==> config.mk <==
export PLATFORM = sky130hd
export DESIGN_NAME = decode_queue
export DESIGN_NICKNAME = d
export VERILOG_FILES = /design/src/rtl/decode_queue.sv
export SDC_FILE = /design/constraint.sdc
export NUM_CORES = 1
export LEC_CHECK = 0
export CAP_MARGIN = 30
export CORE_AREA = 4 4 125 127
export DETAILED_ROUTE_END_ITERATION = 16
export DIE_AREA = 0 0 129 131
export DONT_BUFFER_PORTS = 1
export GPL_ROUTABILITY_DRIVEN = 0
export SLEW_MARGIN = 10
export SYNTH_ARGS = -nofsm -noshare
export SYNTH_HDL_FRONTEND = slang
export SYNTH_SLANG_ARGS = --single-unit
==> constraint.sdc <==
create_clock -name cpu_clk -period 3.1 [get_ports cpu_clk]
set_clock_uncertainty 0.1 [all_clocks]
set_input_delay 0.465 -clock cpu_clk [delete_from_list [all_inputs] [get_ports cpu_clk]]
set_output_delay 0.465 -clock cpu_clk [all_outputs]
set_load 0.02 [all_outputs]
==> src/rtl/decode_queue.sv <==
// decode_queue: pairs opcode/extension words, buffers up to DEPTH instructions
// and presents the head as decoded control strobes behind a valid/ready handshake.
module decode_queue #(
   parameter  int DEPTH = 4,
   parameter  int ARG_W = 5,
   parameter  int SRC_W = 4,
   localparam int W     = 7 + ARG_W + SRC_W,
   localparam int AW    = $clog2(DEPTH)
) (
   input  logic             cpu_clk,
   input  logic             cpu_rst,
   input  logic [W-1:0]     ins,
   input  logic             ins_valid,
   output logic             ins_ready,
   input  logic             flush,
   output logic             dec_valid,
   input  logic             dec_ready,
   output logic             read_a,
   output logic             imm5_a,
   output logic [ARG_W-1:0] arg_a,
   output logic             read_b,
   output logic [SRC_W-1:0] src_b,
   output logic             set_pc,
   output logic             add_pc,
   output logic [2:0]       cmp_b,
   output logic [W-1:0]     ext_word,
   output logic             illegal,
   output logic [AW:0]      count
);
   localparam logic [AW:0] FULL = (AW+1)'(DEPTH);
   localparam int          EW   = 2*W - 1;
   typedef enum logic {IDLE, WAIT_EXT} state_t;
   state_t          r_state, w_state_nx;
   logic [W-2:0]    r_hold;
   logic [EW-1:0]   r_mem [DEPTH];
   logic [AW-1:0]   r_wr, r_rd;
   logic [AW:0]     r_count;
   logic            w_acc, w_push, w_pop, w_hold;
   logic [EW-1:0]   w_entry, w_head;
   logic [W-2:0]    w_op;
   logic [2:0]      w_cls;
   // Entries drop the opcode's ext bit: it is implied by ext_word being present.
   assign ins_ready = !cpu_rst && r_count != FULL;
   assign w_acc     = ins_valid && ins_ready && !flush;
   assign w_hold    = w_acc && r_state == IDLE && ins[W-1];
   assign w_push    = w_acc && !w_hold;
   assign w_pop     = dec_valid && dec_ready && !flush;
   assign w_entry   = r_state == WAIT_EXT ? {r_hold, ins} : {ins[W-2:0], {W{1'b0}}};
   always_comb begin
      w_state_nx = r_state;
      w_state_nx = flush ? IDLE : !w_acc ? r_state : w_hold ? WAIT_EXT : IDLE;
   end
   always_ff @(posedge cpu_clk or posedge cpu_rst) begin
      if (cpu_rst) begin
         r_state <= IDLE;
         r_hold  <= '0;
         r_wr    <= '0;
         r_rd    <= '0;
         r_count <= '0;
      end else begin
         r_state <= w_state_nx;
         if (flush) begin
            r_hold  <= '0;
            r_wr    <= '0;
            r_rd    <= '0;
            r_count <= '0;
         end else begin
            if (w_hold) r_hold <= ins[W-2:0];
            if (w_push) r_wr <= r_wr + AW'(1);
            if (w_pop) r_rd <= r_rd + AW'(1);
            r_count <= r_count + (AW+1)'(w_push) - (AW+1)'(w_pop);
         end
      end
   end
   always_ff @(posedge cpu_clk) begin
      if (w_push) r_mem[r_wr] <= w_entry;
   end
   assign dec_valid = r_count != '0;
   assign count     = r_count;
   assign w_head    = r_mem[r_rd];
   assign w_op      = w_head[EW-1:W];
   assign w_cls     = w_op[W-2 -: 3];
   assign read_a    = dec_valid && w_cls == 3'd0;
   assign imm5_a    = dec_valid && w_cls == 3'd1;
   assign read_b    = dec_valid && w_cls <= 3'd1;
   assign set_pc    = dec_valid && w_cls == 3'd2;
   assign add_pc    = dec_valid && w_cls == 3'd3;
   assign illegal   = dec_valid && w_cls >= 3'd5;
   assign arg_a     = dec_valid ? w_op[ARG_W+SRC_W+2 -: ARG_W] : '0;
   assign src_b     = dec_valid ? w_op[SRC_W+2 -: SRC_W] : '0;
   assign cmp_b     = dec_valid ? w_op[2:0] : '0;
   assign ext_word  = dec_valid ? w_head[W-1:0] : '0;
endmodule

Yosys cells after proc, flatten, opt, wreduce, memory -nomap -nowiden --
Memory sizes are Yosys's and may differ from the RTL's. Cells that the tools add are included.
Storage, ports and cells: flip-flop bits (word level) 23, memory bits (writable) 124, output and inout bits 39, logic and storage cells 57, memories kept 1
Memory list:
- r_mem | words 4, width 31, rd ports 1, clocked after memory_dff 0, write ports 1, RTL line 35 | logic [EW-1:0] r_mem [DEPTH];
Operators by class: add/subtract/negate cells 4, $lt $le $gt $ge 2, eq/ne operators 4, multiplexer cells 17, bitwise gates (word level) 1, reductions and logical operators 23
Operators by type and width (number):
- $mux W31 | 1
- $mux W15 | 2
- $mux W16 | 1
- $logic_and A1 B1 Y1 | 14
- $mux W2 | 4
- $reduce_bool A2 Y1 | 4
- $eq A3 B2 Y1 const B | 2
- $mux W3 | 2
- $mux W1 | 5
- $mux W5 | 1
- $add A2 B1 Y2 const B | 2
- $mux W4 | 1
- $add A3 B1 Y3 | 1
- $eq A3 B1 Y1 const B | 1
- $ge A3 B3 Y1 const B | 1
- $le A3 B1 Y1 const B | 1
- $logic_not A1 Y1 | 3
- $logic_not A3 Y1 | 1
- $ne A3 B3 Y1 const B | 1
- $reduce_bool A3 Y1 | 1
- $sub A3 B1 Y3 | 1
- $not A1 Y1 | 1

Depth between registers and ports, before layout --
Gate-level depths: netlist of the first run.
depth in word-level cells 11, depth in mapped cells 12, gate-level depth less buffers 11

Least setup slack after synthesis of the first run --
OpenSTA, ideal clock, no wires.
kind input port to flip-flop, start point input port flush, end point register r_count[2] (netlist: count[2]), setup time 0.086 ns, arrival 2.421 ns, setup slack 0.493 ns, stages 11, buffers on the path 2, cells stage by stage clkbuf_1 -> clkbuf_1 -> nor2_1 -> ha_1 -> inv_1 -> ha_1 -> inv_1 -> fa_1 -> xor2_1 -> and2_1 -> nor3_1
On the way: longest elaborated chain between the ends 9
Ends and longest elaborated chain:
- from (decl) | RTL line 15 | input logic flush,
- $logic_not A1 Y1 | RTL line 44, 47
- $logic_and A1 B1 Y1 | RTL line 44 | assign w_acc = ins_valid && ins_ready && !flush;
- $logic_and A1 B1 Y1 (2 in a row) | RTL line 45 | assign w_hold = w_acc && r_state == IDLE && ins[W-1];
- $logic_not A1 Y1 | RTL line 46 | assign w_push = w_acc && !w_hold;
- $logic_and A1 B1 Y1 | RTL line 46
- $add A3 B1 Y3 | RTL line 71 | r_count <= r_count + (AW+1)'(w_push) - (AW+1)'(w_pop);
- $sub A3 B1 Y3 | RTL line 71
- $mux W3 * | RTL line 62 | if (flush) begin
- to (signal assigned) | RTL line 71
- to (decl) | RTL line 37 | logic [AW:0] r_count;
Mark *: on every way between the ends. The rest lies on a longest branch, timed or not. A chain may end at the register's enable or synchronous reset.

Final worst setup path of the first run --
start point register r_rd[0], end point output port add_pc
On the way: longest elaborated chain between the ends 3
Ends and longest elaborated chain:
- from (decl) | RTL line 36 | logic [AW-1:0] r_wr, r_rd;
- from (signal assigned) | RTL line 70 | if (w_pop) r_rd <= r_rd + AW'(1);
- $mem_v2 Z4 W31
- $eq A3 B2 Y1 | RTL line 87 | assign add_pc = dec_valid && w_cls == 3'd3;
- $logic_and A1 B1 Y1 | RTL line 87
- to (decl) | RTL line 24 | output logic add_pc,
No other way between the ends.

==> flow_summary.ini, run 1 <==
[placement]
dp_hpwl_um = 8071
buffer_ports.inserted = 0
post-place-cells = 554
placement.setup.worst_slack_ps = 424.6

[logic_synthesis]
synth_top_cells_by_area = sky130_fd_sc_hd__edfxtp_1 58%, sky130_fd_sc_hd__mux4_2 12%, sky130_fd_sc_hd__dfrtp_1 9.0%
synth_ff_type = sky130_fd_sc_hd__edfxtp_1
combinational_family_with_the_most_area_after_synthesis = multiplexers
synth_warnings = 0
cell_types_with_the_highest_counts_after_synthesis = 124 x sky130_fd_sc_hd__edfxtp_1, 49 x sky130_fd_sc_hd__and2_1, 33 x sky130_fd_sc_hd__mux4_2
synth-simple-area-share = 0.1023
synth_top_area_frac = 0.5798
synth-compound-area-share = 0.03916
postSynthCellCount = 372
post_synth_xor_area_fraction = 0.004091
synthAdderAreaFrac = 0.01481
asyncSetResetFlopFracSynth = 0.1565
distinct_cell_type_count_after_synthesis = 41
synth_top_area_cell = sky130_fd_sc_hd__edfxtp_1
synth_seq_area_share = 0.6694
synth_seq_cells = 147
syn-mean-instance-area_um2 = 17.26
synth_enable_flop_cells = 124
synth.area.mux_share = 0.1420
post-synth-top-count-cell = sky130_fd_sc_hd__edfxtp_1
post_synthesis_net_count = 400
synth_area_mm2 = 0.006422

[detailed_routing]
final_antenna_violating_net_count = 0
detail_route.drc_violations = 0
drt_pre_antenna_iters = 4
routed-via-count = 3315
detail_route.vias_per_cell = 5.628
drt-initial-drc-count = 224
routed_wl_um = 12890
wl_per_cell_um = 21.88

[layout]
utilization = 0.5050
final_nets = 420
drive_above_1_share = 0.3062
fillers = 1194
flow.area_growth_from_synthesis_pct = 13.42
stdcell_count = 589
n_antenna_cell = 0

[floorplanning]
number_of_primary_i_o_pins = 60
placementRows = 44
chipWidth_um = 129
design.core.area_mm2 = 0.01442
design.die.area_mm2 = 0.01690
initial_core_util = 0.4453
die_y_um = 131

[timing]
postLayoutSetupSlackWorst_ps = 337.3
final.min_clock_period_ps = 2763
finalMaxSlewViolations = 0
min_period_over_period = 0.8912
max_freq_mhz = 362.0
tightestPinTransition_ps = 824.2
timing.final.hold_violations = 0
finalSetupTns_ps = 0
timing.max_slew.rel_slack = 0.4505
final-setup-viol-count = 0
rsz0062_at_grt = false

[clock_tree]
clock_insertion_delay_worst_skew_ps = 410
clk_tree_root_cell = sky130_fd_sc_hd__clkbuf_16
clock_tree_from_tritoncts = done
cts-htree-levels = 4
cts-root-to-sink-buffers = 2
cts.sinks = 147
tritoncts.num_buffers = 17
clk_transition_reported_paths_ps = 60

[worst_hold_path]
min-delay-path-class = in -> reg

[grt]
wire_length_of_the_first_global_routing_pass_um = 20440
grt_max_degree = 35
gr-total-overflow = 0
number_of_global_route_vias_before_repair = 3480
antenna_found_initial = 0
groute.usage.overall = 0.1656

[pwr]
power-per-cell-area_mw_per_mm2 = 748.0
vdd.ir_drop.worst_mv = 0.5059
post_layout_total_power_mw = 5.449
p_leak_nw = 2.459

[critical_path]
r2r_setup_slack_ps = 420
worstPathArrival_ps = 2200
cp.required_ps = 2530
worstSetupStartpointType = register
timing.critical_path.to_type = output pin
crit_fanout = 13
critical_path_class = reg -> out

[status]
status = completed

[flow_run]
cap_violations = 0
## final timing paths
kind,start,to,depth (start not counted)
setup reg to reg,count[0],count[2],11
hold reg to reg,r_hold[11],r_hold[11],2
setup / recovery,r_rd[0],add_pc,4
min in group asynchronous,cpu_rst,r_state,2
hold / removal,flush,r_rd[1],1
max in group asynchronous,cpu_rst,r_rd[0],3
## routing by layer
metal	global-route usage	wire, um	up-vias
met3	0.05407	826	16
met5	0	0	-
met1	0.2183	5509	1747
met2	0.2552	6372	83
met4	0.06856	179	0
li1	-	-	1469
## cell type report
| class | instances | area, um^2 | area share |
|---|---|---|---|
| well taps | 184 | 230.2 | 0.03160 |
| multi-input cells | 193 | 1957 | 0.2686 |
| clock inverters | 14 | 113.9 | 0.01563 |
| repair buffers | 26 | 227.7 | 0.03126 |
| inverters | 7 | 26.28 | 0.003607 |
| clock buffers | 18 | 429.2 | 0.05891 |
| flip-flops and latches | 147 | 4300 | 0.5903 |
## registers in the layout, indices dropped and copies added, names as in the netlist
name / flops
r_mem: 124
r_hold: 15
count: 3
r_rd: 2
r_wr: 2
r_state: 1
## critical path: stages, from the launching register on
cell	delay, ps
sky130_fd_sc_hd__dfrtp_2	660
sky130_fd_sc_hd__buf_4	240
sky130_fd_sc_hd__mux4_2	520
sky130_fd_sc_hd__nor3b_1	200
sky130_fd_sc_hd__buf_4	170
## cells by family after synthesis
group                      after synthesis
adders and majority gates                7
DFF                                    147
and+or+nand+nor                         96
buffers and inverters                   32
muxes                                   48
xor gates and xnor gates                 3
AOI/OAI and AO/OA                       39
## through the flow
stage          area, um^2  hold WS, ps
2_1_floorplan        6422        366.9
3_3_place_gp         6691        422.6
3_5_place_dp         6706        335.3
4_1_cts              7269        1.316
5_1_grt              7284        9.316
6_report             7284        26.65
## report_power, final
part	leakage (nW)	internal, mW	switching (mW)	total [mW]
sequential	1.45	2.21	0.0764	2.28
combinational	0.752	0.483	0.827	1.31
clock	0.259	1.09	0.763	1.86
total	2.46	3.78	1.67	5.45
## what timing repair did
action / 4_1_cts / 5_1_grt
setup buffers: 0 / 0
gates resized for setup: 0 / 0
hold buffers: 2 / 0
endpoints found under the hold margin: 32 / 0
## cells in the final DEF (no fill, tap or decap), types with 6 or more instances in the layout
cell type                   netlist  routed
sky130_fd_sc_hd__edfxtp_1       124     124
sky130_fd_sc_hd__and2_1          49      49
sky130_fd_sc_hd__mux4_2          33      33
sky130_fd_sc_hd__dfrtp_1         23      22
sky130_fd_sc_hd__buf_4            0      21
sky130_fd_sc_hd__clkbuf_16        0      17
sky130_fd_sc_hd__mux2_2          15      15
sky130_fd_sc_hd__nand3_2          9       9
sky130_fd_sc_hd__o21ai_0          9       9
sky130_fd_sc_hd__a21oi_2          9       9
sky130_fd_sc_hd__a21oi_1          8       8
sky130_fd_sc_hd__nor2_1           7       7
sky130_fd_sc_hd__inv_1            7       7
sky130_fd_sc_hd__o21ai_1          7       7
sky130_fd_sc_hd__nand3_1          6       6
sky130_fd_sc_hd__ha_1             6       6
Note: power is estimated with default switching activity, not from simulation.
==> run 2: changes to the inputs <==
- CORE_AREA: 4 4 125 127 -> 4 4 96 166
- DIE_AREA: 0 0 129 131 -> 0 0 100 170
==> run 2 against run 1 <==
Clock power up 9%. Combinational power up 3%. Register-to-register slack better by 140 ps. Die area up 0.60%. Design area up 0.96%. Fmax up 1.4%. Total power up 3.5%. Non-clock buffer count up 3. Sequential power about the same. Final cell count up 0.34%. Critical endpoint is now src_b[1]. Largest cell class unchanged. Highest routed layer unchanged.
==> flow_summary.ini, run 2 (synthesis gave the netlist of run 1 again) <==
[worst_hold_path]
min-delay-path-class = in -> reg
holdCritStartpoint = flush

[layout]
regMostFlops = r_mem
n_antenna_cell = 0
final_nets = 423
drive_above_1_share = 0.3162
max_ffs_per_register = 124
flow.area_growth_from_synthesis_pct = 14.51
most-common-layout-cells = 124 x sky130_fd_sc_hd__edfxtp_1, 49 x sky130_fd_sc_hd__and2_1, 33 x sky130_fd_sc_hd__mux4_2, 23 x sky130_fd_sc_hd__buf_4, 22 x sky130_fd_sc_hd__dfrtp_1
most_common_library_cell_in_the_layout_ignoring_fill_and_taps = sky130_fd_sc_hd__edfxtp_1
stdcell_count = 591

[timing]
min_period_over_period = 0.8790
finalSetupTns_ps = 0
tightestPinTransition_ps = 831.4
finalMaxSlewViolations = 0
max_freq_mhz = 367.0
final.min_clock_period_ps = 2725
timing.max_slew.rel_slack = 0.4457
timing.final.hold_violations = 0
final-setup-viol-count = 0
rsz0062_at_grt = false

[critical_path]
worstPathArrival_ps = 2160
r2r_path_end = count[2]
crit_fanout = 21
r2r_setup_slack_ps = 560
cp.required_ps = 2530
critical_path_class = reg -> out
critical_path.reg2reg.startpoint = count[1]
crit_end = src_b[1]
worstSetupStartpoint = count[1]
reg2regPathDepth = 11
timing.critical_path.to_type = output pin
worstSetupStartpointType = register

[floorplanning]
design.die.area_mm2 = 0.01700
design.core.area_mm2 = 0.01469
number_of_primary_i_o_pins = 60
initial_core_util = 0.4372
chipWidth_um = 100
placementRows = 59
die_y_um = 170

[detailed_routing]
detail_route.drc_violations = 0
drt_pre_antenna_iters = 4
drt-initial-drc-count = 155
final_antenna_violating_net_count = 0
routed-via-count = 3291
routed_wl_um = 13080
wl_per_cell_um = 22.14
detail_route.vias_per_cell = 5.569

[grt]
gr-total-overflow = 0
antenna_found_initial = 0
wire_length_of_the_first_global_routing_pass_um = 20380
grt_max_degree = 35
groute.usage.overall = 0.1620
number_of_global_route_vias_before_repair = 3546

[clock_tree]
tritoncts.num_buffers = 17
cts-root-to-sink-buffers = 2
clock_insertion_delay_worst_skew_ps = 410
cts.sinks = 147
clock_tree_from_tritoncts = done
cts-htree-levels = 4
postCtsResizedCells = 0
clk_tree_root_cell = sky130_fd_sc_hd__clkbuf_16
clk_transition_reported_paths_ps = 60

[pwr]
power-per-cell-area_mw_per_mm2 = 766.4
p_leak_nw = 2.501
vdd.ir_drop.worst_mv = 0.4052

[placement]
dp_hpwl_um = 8582
buffer_ports.inserted = 0
post-place-cells = 554

[status]
status = completed

[flow_run]
cap_violations = 0
==> run 2: critical path, cell delays in order, from the launching register on <==
cell and delay (ps):
sky130_fd_sc_hd__dfrtp_1 400, sky130_fd_sc_hd__buf_4 190, sky130_fd_sc_hd__nor3_2 490, sky130_fd_sc_hd__inv_1 170, sky130_fd_sc_hd__buf_4 240, sky130_fd_sc_hd__and2_1 230
==> run 2: what timing repair did <==
item | CTS | global route
hold buffers | 2 | 2
hold endpoints to repair | 9 | 13
buffers inserted | 0 | 0
==> run 2: worst min-delay path by stage <==
stage / to / depth (start not counted)
floorplan: count[0] / 1
global placement: r_hold[8] / 2
detailed placement: r_hold[14] / 1
CTS: count[0] / 1
global route: count[1] / 1
finish: r_rd[0] / 1
==> run 2: layout make-up <==
type                       instances  area, um^2
clock buffer                      17       425.4
clock inverter                    15       168.9
fill                            1205        7336
inverter                           7       26.28
multi-input combinational        193        1957
sequential                       147        4300
tap                              183       229.0
timing repair buffer              29       247.7
==> run 2: report_power, final <==
group          switching (mW)  leakage, nW  internal (mW)
clock                   0.825        0.289           1.21
sequential             0.0425         1.45           2.21
combinational           0.853        0.763          0.501
total                    1.72         2.50           3.92
==> run 2: metal layers <==
| metal | up-vias | share of wire | wire, um | global-route usage |
|---|---|---|---|---|
| li1 | 1481 | - | - | - |
| met1 | 1714 | 0.37 | 4815 | 0.1786 |
| met2 | 76 | 0.57 | 7427 | 0.2966 |
| met3 | 20 | 0.045 | 586 | 0.04143 |
| met4 | 0 | 0.019 | 254 | 0.05982 |
| met5 | - | 0 | 0 | 0 |
==> run 2: stage by stage <==
| stage | worst slack (ps) | hold slack (ps) | power (mW) | area, um^2 | util |
|---|---|---|---|---|---|
| 2_1_floorplan | 493.4 | 366.9 | 3.392 | 6422 | - |
| 3_3_place_gp | 525.1 | 422.6 | 3.659 | 6705 | 0.4564 |
| 3_5_place_dp | 492.9 | 425.6 | 3.674 | 6705 | 0.4564 |
| 4_1_cts | 317.5 | 0.1797 | 5.706 | 7320 | 0.4983 |
| 5_1_grt | 245.1 | 0.6352 | 5.889 | 7355 | 0.5006 |
| 6_report | 375.2 | 20.07 | 5.637 | 7355 | 0.5006 |
